$ cat src/rtl/tmds_decoder.sv
// Single-channel TMDS receive decoder: bit-slip word aligner, control-token lock FSM and
// 8b data decoder. Three instances (B, G, R) make up a full receiver.
module tmds_decoder #(
  parameter int unsigned LOCK_COUNT    = 8,
  parameter int unsigned SEARCH_WINDOW = 1024,
  parameter int unsigned LOSS_TIMEOUT  = 2048
) (
  input  logic       clkPixel,
  input  logic       reset,
  input  logic [9:0] tmdsIn,
  output logic [7:0] data,
  output logic [1:0] c,
  output logic       de,
  output logic       locked,
  output logic [3:0] bitOffset
);

  // Each counter can represent its full parameter value, so none can wrap.
  localparam int unsigned RunW  = $clog2(LOCK_COUNT + 1);
  localparam int unsigned WinW  = $clog2(SEARCH_WINDOW + 1);
  localparam int unsigned LossW = $clog2(LOSS_TIMEOUT + 1);

  localparam logic [RunW-1:0]  RunLast  = RunW'(LOCK_COUNT - 1);
  localparam logic [WinW-1:0]  WinLast  = WinW'(SEARCH_WINDOW - 1);
  localparam logic [LossW-1:0] LossLast = LossW'(LOSS_TIMEOUT - 1);

  localparam logic [9:0] TokC00 = 10'h354;
  localparam logic [9:0] TokC01 = 10'h0AB;
  localparam logic [9:0] TokC10 = 10'h154;
  localparam logic [9:0] TokC11 = 10'h2AB;

  typedef enum logic [0:0] {StSearch, StLocked} state_e;

  state_e            state_q, state_d;
  logic [9:0]        prev_word_q;
  logic [9:0]        aligned_q, aligned_d;
  logic [3:0]        bit_offset_q, bit_offset_d;
  logic [RunW-1:0]   run_cnt_q, run_cnt_d;
  logic [WinW-1:0]   win_cnt_q, win_cnt_d;
  logic [LossW-1:0]  loss_cnt_q, loss_cnt_d;
  logic              skip_q, skip_d;
  logic [7:0]        data_q, data_d;
  logic [1:0]        c_q, c_d;
  logic              de_q, de_d;
  logic              locked_q, locked_d;

  logic [19:0]       window_w;
  logic [4:0]        sel_w;
  logic              is_tok;
  logic [1:0]        tok_c;
  logic [7:0]        t_w;
  logic [7:0]        dec_w;
  logic              advance;

  // Aligner: pick 10 bits out of the current and previous word at the active offset.
  // Bit 0 is first on the wire, so the previous word occupies the low half.
  always_comb begin
    window_w  = {tmdsIn, prev_word_q};
    sel_w     = {1'b0, bit_offset_q};
    aligned_d = window_w[sel_w +: 10];
  end

  // Control-token detect on the aligned word.
  always_comb begin
    is_tok = 1'b1;
    tok_c  = 2'b00;
    unique case (aligned_q)
      TokC00:  tok_c = 2'b00;
      TokC01:  tok_c = 2'b01;
      TokC10:  tok_c = 2'b10;
      TokC11:  tok_c = 2'b11;
      default: is_tok = 1'b0;
    endcase
  end

  // TMDS 10b->8b data decode: undo the optional inversion, then the XOR/XNOR chain.
  always_comb begin
    t_w      = aligned_q[9] ? ~aligned_q[7:0] : aligned_q[7:0];
    dec_w    = 8'h00;
    dec_w[0] = t_w[0];
    for (int i = 1; i < 8; i++) begin
      dec_w[i] = aligned_q[8] ? (t_w[i] ^ t_w[i-1]) : ~(t_w[i] ^ t_w[i-1]);
    end
  end

  // Lock FSM next state: count token runs per offset while searching, watch for token
  // starvation while locked; any offset step clears all counters.
  always_comb begin
    state_d      = state_q;
    run_cnt_d    = run_cnt_q;
    win_cnt_d    = win_cnt_q;
    loss_cnt_d   = loss_cnt_q;
    bit_offset_d = bit_offset_q;
    skip_d       = 1'b0;
    advance      = 1'b0;

    unique case (state_q)
      StSearch: begin
        win_cnt_d = win_cnt_q + 1'b1;
        // The first word after an offset step was built with the old offset.
        if (!skip_q) begin
          run_cnt_d = is_tok ? run_cnt_q + 1'b1 : '0;
        end
        // Completing the run beats a simultaneous window expiry.
        if (!skip_q && is_tok && (run_cnt_q == RunLast)) begin
          state_d    = StLocked;
          run_cnt_d  = '0;
          win_cnt_d  = '0;
          loss_cnt_d = '0;
        end else if (win_cnt_q == WinLast) begin
          advance = 1'b1;
        end
      end
      StLocked: begin
        if (is_tok) begin
          loss_cnt_d = '0;
        end else if (loss_cnt_q == LossLast) begin
          state_d = StSearch;
          advance = 1'b1;
        end else begin
          loss_cnt_d = loss_cnt_q + 1'b1;
        end
      end
    endcase

    if (advance) begin
      bit_offset_d = (bit_offset_q == 4'd9) ? 4'd0 : bit_offset_q + 4'd1;
      run_cnt_d    = '0;
      win_cnt_d    = '0;
      loss_cnt_d   = '0;
      skip_d       = 1'b1;
    end
  end

  // Output stage: gated by the lock state being entered on this edge, so the token
  // completing the run is already presented with locked=1.
  always_comb begin
    locked_d = (state_d == StLocked);
    de_d     = locked_d && !is_tok;
    data_d   = de_d ? dec_w : 8'h00;
    c_d      = (locked_d && is_tok) ? tok_c : 2'b00;
  end

  // All state, asynchronously cleared.
  always_ff @(posedge clkPixel or posedge reset) begin
    if (reset) begin
      state_q      <= StSearch;
      prev_word_q  <= '0;
      aligned_q    <= '0;
      bit_offset_q <= '0;
      run_cnt_q    <= '0;
      win_cnt_q    <= '0;
      loss_cnt_q   <= '0;
      skip_q       <= 1'b0;
      data_q       <= '0;
      c_q          <= '0;
      de_q         <= 1'b0;
      locked_q     <= 1'b0;
    end else begin
      state_q      <= state_d;
      prev_word_q  <= tmdsIn;
      aligned_q    <= aligned_d;
      bit_offset_q <= bit_offset_d;
      run_cnt_q    <= run_cnt_d;
      win_cnt_q    <= win_cnt_d;
      loss_cnt_q   <= loss_cnt_d;
      skip_q       <= skip_d;
      data_q       <= data_d;
      c_q          <= c_d;
      de_q         <= de_d;
      locked_q     <= locked_d;
    end
  end

  assign data      = data_q;
  assign c         = c_q;
  assign de        = de_q;
  assign locked    = locked_q;
  assign bitOffset = bit_offset_q;

endmodule

$ cat config.mk
export PLATFORM = sky130hd
export DESIGN_NAME = tmds_decoder
export DESIGN_NICKNAME = d
export VERILOG_FILES = /design/src/rtl/tmds_decoder.sv
export SDC_FILE = /design/constraint.sdc
export NUM_CORES = 1
export LEC_CHECK = 0
export CAP_MARGIN = 25
export CELL_PAD_IN_SITES_DETAIL_PLACEMENT = 0
export CELL_PAD_IN_SITES_GLOBAL_PLACEMENT = 1
export CORE_AREA = 2 2 92 94
export CTS_CLUSTER_DIAMETER = 120
export CTS_CLUSTER_SIZE = 28
export DETAILED_ROUTE_END_ITERATION = 12
export DIE_AREA = 0 0 94 96
export GPL_TIMING_DRIVEN = 0
export PLACE_DENSITY_LB_ADDON = 0.1
export SLEW_MARGIN = 15
export SYNTH_ARGS = -nofsm -noshare
export SYNTH_HDL_FRONTEND = slang
export SYNTH_SLANG_ARGS = --single-unit
$ cat constraint.sdc
create_clock -name clkPixel -period 2.52 [get_ports clkPixel]
set_clock_uncertainty 0.2 [all_clocks]
set_input_delay 0.504 -clock clkPixel [delete_from_list [all_inputs] [get_ports clkPixel]]
set_output_delay 0.504 -clock clkPixel [all_outputs]
set_load 0.03 [all_outputs]
### After elaboration in Yosys (flattened, before gate mapping)

Cells that the tools add are included.

| cells by class | value |
|---|---|
| multiplexer cells | 36 |
| bitwise operators | 16 |
| add/sub/neg operators | 4 |
| equality and inequality tests | 12 |
| reductions and logical operators | 9 |
| shifts and indexed selects | 1 |

Operator list:

| kind | number |
|---|---|
| $mux 12 | 4 |
| $mux 11 | 3 |
| $mux 4 | 6 |
| $pmux 12 s2 | 1 |
| $eq 10x10->1 const B | 2 |
| $shiftx 20x5->10 | 1 |
| $mux 1 | 16 |
| $mux 8 | 2 |
| $add 12x1->12 const B | 1 |
| $eq 12x11->1 const B | 1 |
| $add 11x1->11 const B | 1 |
| $eq 11x10->1 const B | 1 |
| $eq 10x8->1 const B | 1 |
| $eq 10x9->1 const B | 1 |
| $add 4x1->4 const B | 2 |
| $not 1->1 | 8 |
| $not 8->8 | 1 |
| $xor 1x1->1 | 7 |
| $pmux 2 s3 | 1 |
| $eq 4x3->1 const B | 1 |
| $eq 4x4->1 const B | 1 |
| $logic_and 1x1->1 | 4 |
| $ne 4x4->1 const B | 1 |
| $pmux 1 s2 | 2 |
| other kinds (7) | 9 |

| storage, ports and cells | value |
|---|---|
| input bits | 12 |
| bits in registers | 64 |

### Longest topological paths before layout

Gate-level depths: netlist (run 1).

| depth | value |
|---|---|
| word-level depth | 9 |
| mapped depth | 10 |
| depth with buffers taken out | 9 |

### Worst setup path after synthesis (run 1)

No wires, ideal clock.

| timing | value |
|---|---|
| kind | flip-flop to flip-flop |
| start | register bit_offset_q[1], in the netlist bitOffset[1] |
| end | register aligned_q[4] |
| stages on the path, launching flop included | 5 |
| required time | 2182 ps |
| arrival | 1985 ps |
| setup time | 138 ps |
| slack | 196 ps |
| path buffers | 2 |
| cells stage by stage | dfrtp_1 > buf_2 > buf_1 > mux4_2 > mux4_2 |

| on the way | value |
|---|---|
| word-level cells in the longest chain between the ends | 1 |

RTL lines:

| element | line | RTL |
|---|---|---|
| from (decl) | 37 | `logic [3:0] bit_offset_q, bit_offset_d;` |
| from (signal assigned) | 163 | `bit_offset_q <= bit_offset_d;` |
| $shiftx 20x5->10 | 60 | `aligned_d = window_w[sel_w +: 10];` |
| named net aligned_d[4] | 36 | `logic [9:0] aligned_q, aligned_d;` |
| to (signal assigned) | 162 | `aligned_q <= aligned_d;` |
| to (decl) | 36 |  |

The timed path passes the listed nets, and every way through them passes these cells.
A chain may end at the register's enable or synchronous reset.

### Worst setup path in the final report (run 1)

| timing | value |
|---|---|
| start | register loss_cnt_q[0] |
| end | register loss_cnt_q[10] |

| on the way | value |
|---|---|
| word-level cells in the longest chain between the ends | 6 |

RTL lines:

| element | line | RTL |
|---|---|---|
| from (decl) | 40 | `logic [LossW-1:0] loss_cnt_q, loss_cnt_d;` |
| from (signal assigned) | 166 | `loss_cnt_q <= loss_cnt_d;` |
| parallel branches: the longest is 6 deep, another holds $add 12x1->12 | -- |  |

Several ways; the timed one is not identified. The select of a mux whose other input is x is not followed.

==> reports/qor.yml, run 1 <==
run_status:
  status: "finished clean"
floorplan:
  coreArea_um2: 8050
  start_util_pct: 45.4
  die_w_um: 94
  io_pins: 28
  die_area_um2: 9020
  dieHeight_um: 96
  rows: 33
setup_path:
  cp-start-kind: "flip-flop"
  cp-startpoint: "loss_cnt_q[0]$_DFFE_PP0P_"
  path_max_fanout: 10
  arrival_ns: 2.40
  worstRegToRegCells: 7
  r2r_start: "loss_cnt_q[0]$_DFFE_PP0P_"
  crit_required_ns: 2.54
  path_cells: "ha_2 > and4_4 > or4b_4 > nand3_4 > inv_6 > and3_1 > a221o_1"
  cp_top_family: "simple AND/OR/NAND/NOR gates"
  cp_num_buf_inv: 1
  endpoint_kind: "flip-flop"
  crit_path_max_incr_delay_ns: 0.52
  critical_path_class: "reg2reg"
  critPathSlowestCell: "or4b_4"
  crit_cells: 7
timing:
  fmax_mhz: 419
  final-setup-viol-count: 0
  hold_violations: 0
  period_share_pct: 94.7
  post-route-min-period_ns: 2.39
  rsz0062_at_grt: "yes"
  holdWs_ns: 0.267
  slew_headroom_pct: 53.9
  tightest_slew_ns: 0.691
  drv_slew: 0
place:
  gp_congestion: 0.817
  hpwlAfterDp_um: 5790
  io_buffer_count: 27
  dp_cells: 472
routing:
  drt-total-wl_um: 8170
  firstDrtPassIters: 4
  routed_via_density: 5.79
  post_drt_wl_per_cell_um: 16.7
  drc_errors: 0
  antenna_left: 0
  vias: 2831
  drt_iter0_markers: 110
final_layout:
  fin_nets: 402
  final_layout_size_suffix_gt1_share_pct: 16.7
  area_delta_synth_final_pct: 19.2
  postLayoutCoreUtil_pct: 54.1
  fill_cells: 731
  final_cells: 489
  final_common_cell: "dfrtp_1"
  antennaDiodeCount: 0
  final_cell_mix: "dfrtp_1 (64), clkdlybuf4s50_1 (27), nor2_1 (24), nand3_1 (20), nand2_1 (18)"
power:
  netSwitchingPower_uw: 475
  total_power_uw: 2100
  power.density_nw_per_um2: 481
  cellLeakagePower_uw: 0.00180
  pwr-share-clk_pct: 43.1
  pwr-share-comb_pct: 6.5
  p_int_uw: 1620
  vdd.ir_drop.worst_mv: 0.300
  p_seq_share_pct: 50.4
  switching_share_pct: 22.6
cts:
  clock_latency_ns: 0.33
  cts_tree: "yes"
  numCtsBuffers: 9
  numClockSinks: 64
  h-tree-depth: 3
  ctsHoldBuffers: 0
  root_buffer: "clkbuf_8"
  clockBufferDepth: 2
  clk_pin_slew_worst_paths_ns: 0.07
synth:
  netlist_area_um2: 3650
  synth_fa_ha_area_share_pct: 3.77
  synth.area.mux_share_pct: 13.6
  synth-edff-count: 0
  ys_seq_area_share_pct: 43.8
  yosys.area.top_type: "dfrtp_1"
  synth_area_leaders: "dfrtp_1 (44%), mux4_2 (10%), ha_1 (3.8%)"
  netlist_instances: 339
  synthSimpleGateAreaFrac_pct: 16.1
  synth_top_area_share_pct: 43.8
  synth_nets: 362
  synth_top_family_by_area: "simple AND/OR/NAND/NOR gates"
  ys_types: 56
  ys_ff_latch: 64
  synthArstFlopShare_pct: 100
  synth_compound_area_share_pct: 15.0
  ys.flop_type: "dfrtp_1"
  yosysWarnings: 0
  synth.avg_cell_area_um2: 10.8
  synthXorXnorAreaFrac_pct: 3.83
global_routing:
  grt_max_degree: 48
  overflow: 0
  track_usage_pct: 19.8
  antenna_found_initial: 0
  grt_pass1_vias: 2778
  grt_pass1_wl_um: 13900
job:
  max_cap_viol_count: 0
min_path:
  min_path_type: "in2async"
-- per-layer routing --
layer  up-vias  wire length (um)  global-route usage (%)
li1       1359                 -                       -
met1      1389              4010                    27.3
met2        71              3730                    31.5
met3        12               321                    4.23
met4         0               104                    6.16
met5         -                 0                       0
-- timing repair --
| item | CTS | global route |
|---|---|---|
| gates resized for setup | 5 | 8 |
| gates cloned | 0 | 0 |
| setup buffers | 2 | 0 |
| endpoints found under the hold margin | 0 | 0 |
| setup endpoints to repair | 27 | 18 |
-- cells in the mapped netlist (all sizes together), types with 11 or more instances --
cell type and number:
dfrtp 64, nor2 25, nand3 21, inv 19, nand2 19, a31oi 17, mux4 17, xnor2 15
o21ai 13, and3 12, ha 11
-- area by class of cell --
type                            count  area (um2)  area share [%]
Clock buffer                       13         159            3.65
Tap cell                          105         131            3.02
Clock inverter                      3        40.0           0.919
Inverter                           19        78.8            1.81
Sequential cell                    64        1600            36.8
Timing Repair Buffer               30         313            7.18
Multi-Input combinational cell    240        1960            45.1
Buffer                             15        68.8            1.58
-- worst reg2reg max path, delay by kind of cell, from the launching register on --
kind            cells  cell delay, ns
fa+ha+maj           1            0.22
buf+inv             1            0.07
simple gates        4            1.14
flops               1            0.38
compound gates      1            0.26
-- worst paths after layout --
kind                                               to  slack (ns)
max in group asynchronous    prev_word_q[3]$_DFF_PP0_        1.34
max                        loss_cnt_q[10]$_DFFE_PP0P_        0.13
min in group clkPixel        run_cnt_q[3]$_DFFE_PP0P_        0.29
min                         loss_cnt_q[3]$_DFFE_PP0P_        0.27
min reg2reg                  run_cnt_q[3]$_DFFE_PP0P_        0.29
max reg2reg                loss_cnt_q[10]$_DFFE_PP0P_        0.13
-- power groups by stage --
stage                     Clock (uW)  Combinational (uW)  Sequential [uW]
after floorplan                    0                87.7             1070
after global placement             0                 130             1080
after detailed placement           0                 137             1080
after CTS                        916                 138             1060
after global routing             968                 151             1060
final                            904                 135             1060
-- registers in the layout, indices dropped and copies added (netlist names) --
signal       cells
aligned_q       10
bitOffset        4
c                2
data             8
de               1
locked           1
loss_cnt_q      12
prev_word_q     10
run_cnt_q        4
skip_q           1
win_cnt_q       11
-- logic make-up (layout without fill, tap and decap cells) --
family / after synthesis / count (layout)
flops: 64 / 64
mux: 28 / 28
buf+inv: 35 / 80
xor+xnor: 16 / 16
compound gates: 77 / 77
simple gates: 108 / 108
fa+ha+maj: 11 / 11
-- through the flow --
step	cell area, um2	TNS (ns)	worst slack, ns
2_1_floorplan	3650	0	0.196
3_3_place_gp	4060	-62.53	-0.968
3_5_place_dp	4090	-0.554	-0.133
4_1_cts	4330	0	0.0140
5_1_grt	4360	-0.0229	-0.0115
6_report	4360	0	0.133
(Power assumes the default switching activity.)
==> run 2, diff against run 1 <==
CTS_CLUSTER_DIAMETER = 40   (was 120)
==> results of run 2 <==
No change in the layout: final DEF, timing and power equal those of run 1.
